$ cat config.mk
export PLATFORM = sky130hd
export DESIGN_NAME = uart_tx_port
export DESIGN_NICKNAME = d
export VERILOG_FILES = /design/src/rtl/uart_tx_port.sv
export SDC_FILE = /design/constraint.sdc
export NUM_CORES = 1
export LEC_CHECK = 0
export ABC_AREA = 0
export CAP_MARGIN = 10
export CELL_PAD_IN_SITES_DETAIL_PLACEMENT = 1
export CELL_PAD_IN_SITES_GLOBAL_PLACEMENT = 1
export CORE_ASPECT_RATIO = 0.9
export CORE_MARGIN = 2
export CORE_UTILIZATION = 49
export DETAILED_ROUTE_END_ITERATION = 10
export MAX_ROUTING_LAYER = met4
export PLACE_DENSITY_LB_ADDON = 0.15
export SLEW_MARGIN = 20
export SYNTH_ARGS = -nofsm -noshare
export SYNTH_HDL_FRONTEND = slang
export SYNTH_SLANG_ARGS = --single-unit
$ cat constraint.sdc
create_clock -name clk -period 5.8 [get_ports clk]
set_input_delay 1.74 -clock clk [delete_from_list [all_inputs] [get_ports clk]]
set_output_delay 1.74 -clock clk [all_outputs]
set_load 0.02 [all_outputs]
$ cat src/rtl/uart_tx_port.sv
// Store-driven 8N1 UART transmitter with a small FIFO and a pollable status byte.
// Writes to TX_ADDR queue a byte. Writes to STAT_ADDR clear the sticky overflow flag.
module uart_tx_port #(
    parameter int          CLK_HZ     = 50000000,
    parameter int          BAUD       = 115200,
    parameter int          FIFO_DEPTH = 4,
    parameter logic [7:0]  TX_ADDR    = 8'hFE,
    parameter logic [7:0]  STAT_ADDR  = 8'hFF
) (
    input  logic                          clk,
    input  logic                          rst,
    input  logic                          we,
    input  logic [7:0]                    address,
    input  logic [7:0]                    data,
    output logic                          txd,
    output logic                          busy,
    output logic                          fifo_empty,
    output logic                          fifo_full,
    output logic [$clog2(FIFO_DEPTH):0]   count,
    output logic                          overflow,
    output logic [7:0]                    status
);

    localparam int DIV = CLK_HZ / BAUD;
    localparam int DW  = (DIV > 2) ? $clog2(DIV) : 1;
    localparam int PW  = $clog2(FIFO_DEPTH);
    localparam int CW  = PW + 1;

    typedef enum logic [1:0] {IDLE = 2'd0, START = 2'd1, DATA = 2'd2, STOP = 2'd3} state_t;

    state_t          state, state_n;
    logic [7:0]      sh, sh_n;
    logic [2:0]      bitcnt, bitcnt_n;
    logic [DW-1:0]   divcnt, divcnt_n;
    logic [7:0]      mem [FIFO_DEPTH];
    logic [PW-1:0]   wptr, rptr;
    logic            push, pop, drop, clr, bit_end;

    assign push       = we && (address == TX_ADDR) && !fifo_full;
    assign drop       = we && (address == TX_ADDR) && fifo_full;
    assign clr        = we && (address == STAT_ADDR);
    assign fifo_empty = (count == CW'(0));
    assign fifo_full  = (count == CW'(FIFO_DEPTH));
    assign busy       = (state != IDLE);
    assign status     = {4'b0000, overflow, fifo_full, fifo_empty, busy};
    assign bit_end    = (divcnt == DW'(DIV - 1));

    // FIFO storage; contents need no reset because count guards every read
    always_ff @(posedge clk) begin
        if (push) begin
            mem[wptr] <= data;
        end else begin
            mem[wptr] <= mem[wptr];
        end
    end

    // FIFO pointers, occupancy and the sticky overflow flag (set beats clear)
    always_ff @(posedge clk or posedge rst) begin
        if (rst) begin
            wptr     <= PW'(0);
            rptr     <= PW'(0);
            count    <= CW'(0);
            overflow <= 1'b0;
        end else begin
            if (push) wptr <= wptr + PW'(1);
            if (pop)  rptr <= rptr + PW'(1);
            case ({push, pop})
                2'b10:   count <= count + CW'(1);
                2'b01:   count <= count - CW'(1);
                default: count <= count;
            endcase
            if (drop) begin
                overflow <= 1'b1;
            end else if (clr) begin
                overflow <= 1'b0;
            end else begin
                overflow <= overflow;
            end
        end
    end

    // Transmit state register; txd is decoded from the current state so it lags one cycle
    always_ff @(posedge clk or posedge rst) begin
        if (rst) begin
            state  <= IDLE;
            sh     <= 8'h00;
            bitcnt <= 3'd0;
            divcnt <= DW'(0);
            txd    <= 1'b1;
        end else begin
            state  <= state_n;
            sh     <= sh_n;
            bitcnt <= bitcnt_n;
            divcnt <= divcnt_n;
            case (state)
                START:   txd <= 1'b0;
                DATA:    txd <= sh[0];
                default: txd <= 1'b1;
            endcase
        end
    end

    // Next-state logic; STOP reloads straight into START so frames run back to back
    always_comb begin
        state_n  = state;
        sh_n     = sh;
        bitcnt_n = bitcnt;
        divcnt_n = divcnt;
        pop      = 1'b0;
        case (state)
            IDLE: begin
                divcnt_n = DW'(0);
                if (!fifo_empty) begin
                    pop      = 1'b1;
                    sh_n     = mem[rptr];
                    bitcnt_n = 3'd0;
                    state_n  = START;
                end else begin
                    state_n  = IDLE;
                end
            end
            START: begin
                if (bit_end) begin
                    divcnt_n = DW'(0);
                    state_n  = DATA;
                end else begin
                    divcnt_n = divcnt + DW'(1);
                end
            end
            DATA: begin
                if (bit_end) begin
                    divcnt_n = DW'(0);
                    sh_n     = {1'b0, sh[7:1]};
                    bitcnt_n = bitcnt + 3'd1;
                    if (bitcnt == 3'd7) begin
                        state_n = STOP;
                    end else begin
                        state_n = DATA;
                    end
                end else begin
                    divcnt_n = divcnt + DW'(1);
                end
            end
            STOP: begin
                if (bit_end) begin
                    divcnt_n = DW'(0);
                    if (!fifo_empty) begin
                        pop      = 1'b1;
                        sh_n     = mem[rptr];
                        bitcnt_n = 3'd0;
                        state_n  = START;
                    end else begin
                        state_n  = IDLE;
                    end
                end else begin
                    divcnt_n = divcnt + DW'(1);
                end
            end
            default: begin
                state_n  = IDLE;
                divcnt_n = DW'(0);
            end
        endcase
    end

endmodule

==> impl_results.md <==
- Final instance area: 3412 sq um
- Initial antenna violation count: 0
- Routed wire per std cell: between 15 and 20 um
- Largest net degree at the start of global routing: 32
- H-tree lvl count: 3
- Clk buf depth: 2
- Post-DP HPWL: 3.938 mm
- Post-route minimum period: 3.782 ns
- Final Wtd Congestion: between 0.7 and 0.8
- Post-Syn Area per Cell: approximately 13 sq um
- Final Hold Slack: 0.5104 ns
- Placed Area: 3251 sq um
- CP Max Fanout: 8
- Most common cell after layout, fill and taps aside: edfxtp_1
- Crit. End Element: flip-flop
- Post-CTS Setup Inserts: 0
- # rows: 26
- NumNets Final: between 200 and 300
- Final Hold Viols: 0
- Layout area overhead: 16.04%
- #FFs+latches synth: 63
- Via density: approximately 5.4
- CTS Hold Bufs: 0
- Slew at the pin with the worst max-slew slack: 0.8516 ns
- Setup Total Neg Slack: 0 ns
- I/O Buffers: 30
- Syn. warnings: 0
- Leakage: 1.370 nW
- Share of cells above drive strength 1: 15.69%
- Clock root buffer master: clkbuf_8
- Fmax: 264.4 MHz
- Post-synthesis cell type count: between 40 and 50
- Die height: 77.49 um
- Ys flop type: edfxtp_1
- TritonRoute pass-1 iters: 4
- Clk_skew: 0.004813 ns
- CP Class: input port to flip-flop
- EDFF count, synth: 32
- Seq/Total Area, Yosys: 59.11%
- First-pass GRT wire length: 9.756 mm
- Commonest cells after routing, fill and taps aside: edfxtp_1 (32), dfrtp_1 (30), clkdlybuf4s50_1 (30), nor2_1 (18), inv_1 (15)
- CTS tree: built
- I/O pins: 35
- Worst slew margin: 43.23%
- N_diodes: 0
- Status: complete, no violations
- DRT antenna net count: 0
- Die ar.: between 6000 and 7000 sq um
- Crit path DAT: 4.01 ns
- All-layer global routing usage: 20.43%
- Syn Inst Count: between 200 and 250
- MaxCap Viol Count: 0
- Tcrit/Tclk final: about 65%
- Setup violations, final: 0
- # resized after CTS: 0
- Hold/Removal Path Class: flip-flop to flip-flop
- Post-synthesis instance area: 2940 sq um
- Clock-pin slew on the worst setup and hold paths: 0.07 ns
- Crit path launch type: input port
- Async set-reset flop share out of synthesis: between 40% and 50%
- Grt total ovfl: 0
- Die span in x: 85.66 um
- Worst skew pair latency: 0.34 ns
- Core ar.: around 5700 sq um
- Routed vias: 1,758
- CTS buffer count: 9
- Clk sinks: 63
- DRC: 0
- Starting Density: about half
- Detailed Route WL: 5.778 mm
- Power Density: 470.2 nW/um^2
- Vias in the first global route: ~1,900
- Worst EP required: 6.03 ns
- Final Max Tran Viols: 0
- VDD IR max: 0.2913 mV
- Starting DRT DRC Count: 67
- RSZ-0062 raised after global routing: false
final timing paths:
path	slack [ns]	endpoint	from	cells after the start
setup / recovery	2.02	count[2]	we	9
hold / removal	0.51	txd	sh[0]	2
setup reg to reg	3.39	count[1]	state[0]	7
hold reg to reg	0.51	txd	sh[0]	2
max in group asynchronous	3.69	txd	rst	3
min in group asynchronous	1.79	divcnt[6]	rst	3
per-stage QoR:
stage	setup WS (ns)	instances	utilization, %	total power, mW
5_1_grt	1.869	325	59.59	1.714
3_3_place_gp	1.710	309	56.77	1.265
2_1_floorplan	2.294	222	-	1.122
3_5_place_dp	1.641	309	56.77	1.292
4_1_cts	2.018	325	59.59	1.625
6_report	2.018	325	59.59	1.604
metal layers:
layer / share of wire (%) / up-vias / GRT usage [%]
li1: - / 827 / -
met1: 48 / 883 / 26.66
met2: 47 / 42 / 29.53
met3: 4.4 / 6 / 8.511
met4: 1.1 / 0 / 5.714
met5: 0 / - / -
cell type report:
class | count | area, sq um
fill | 581 | 2313
sequential | 63 | 1738
multi-input combinational | 129 | 1057
timing repair buffer | 31 | 307.8
clock buffer | 14 | 152.6
tap | 70 | 87.58
inverter | 16 | 60.06
clock inverter | 2 | 8.758
worst max-delay path, stage by stage:
cell,delay [ns]
clkdlybuf4s50_1,0.46
nand4_1,0.13
nor4_2,0.57
inv_1,0.10
ha_1,0.25
fa_1,0.39
xnor2_1,0.18
nor2_1,0.07
xor2_1,0.13
Yosys cell counts, drive strengths merged (3+ instances only):
library cell / number / area share (%)
inv: 15 / 1.9
o221ai: 3 / 0.89
nand2: 3 / 0.38
nor3: 5 / 1.4
buf: 12 / 3.0
nor2: 18 / 2.3
nor2b: 4 / 0.85
mux2: 17 / 6.9
nand4: 4 / 0.85
o22ai: 4 / 0.85
edfxtp: 32 / 33
nand3: 3 / 0.51
a211o: 3 / 0.89
ha: 14 / 6.0
dfrtp: 30 / 26
and2: 4 / 0.85
mux2i: 6 / 2.0
a21oi: 6 / 1.0
or2: 3 / 0.64
xnor2: 9 / 2.7
xor2: 4 / 1.2
cell families after synthesis:
group,after synthesis,synth area share (%)
other,1,0.1275
muxes,24,9.702
and+or+nand+nor,50,9.574
AOI/OAI and AO/OA,23,5.660
buffers and inverters,30,5.319
DFF,63,59.11
adders and majority gates,15,6.638
xor gates and xnor gates,13,3.872
power breakdown:
part | total [mW] | switching, mW | internal, mW | leakage [nW]
logic | 0.640 | 0.327 | 0.313 | 0.619
clock network | 0.324 | 0.159 | 0.165 | 0.0821
registers | 0.640 | 0.0917 | 0.548 | 0.669
total | 1.60 | 0.578 | 1.03 | 1.37
registers in the layout, indices dropped and copies added, names as in the netlist:
signal and flops:
overflow 1, sh 8, wptr 2, bitcnt 3, count 3, rptr 2, state 2, txd 1
divcnt 9, mem 32
No activity file was read; power rests on OpenSTA's default activity.
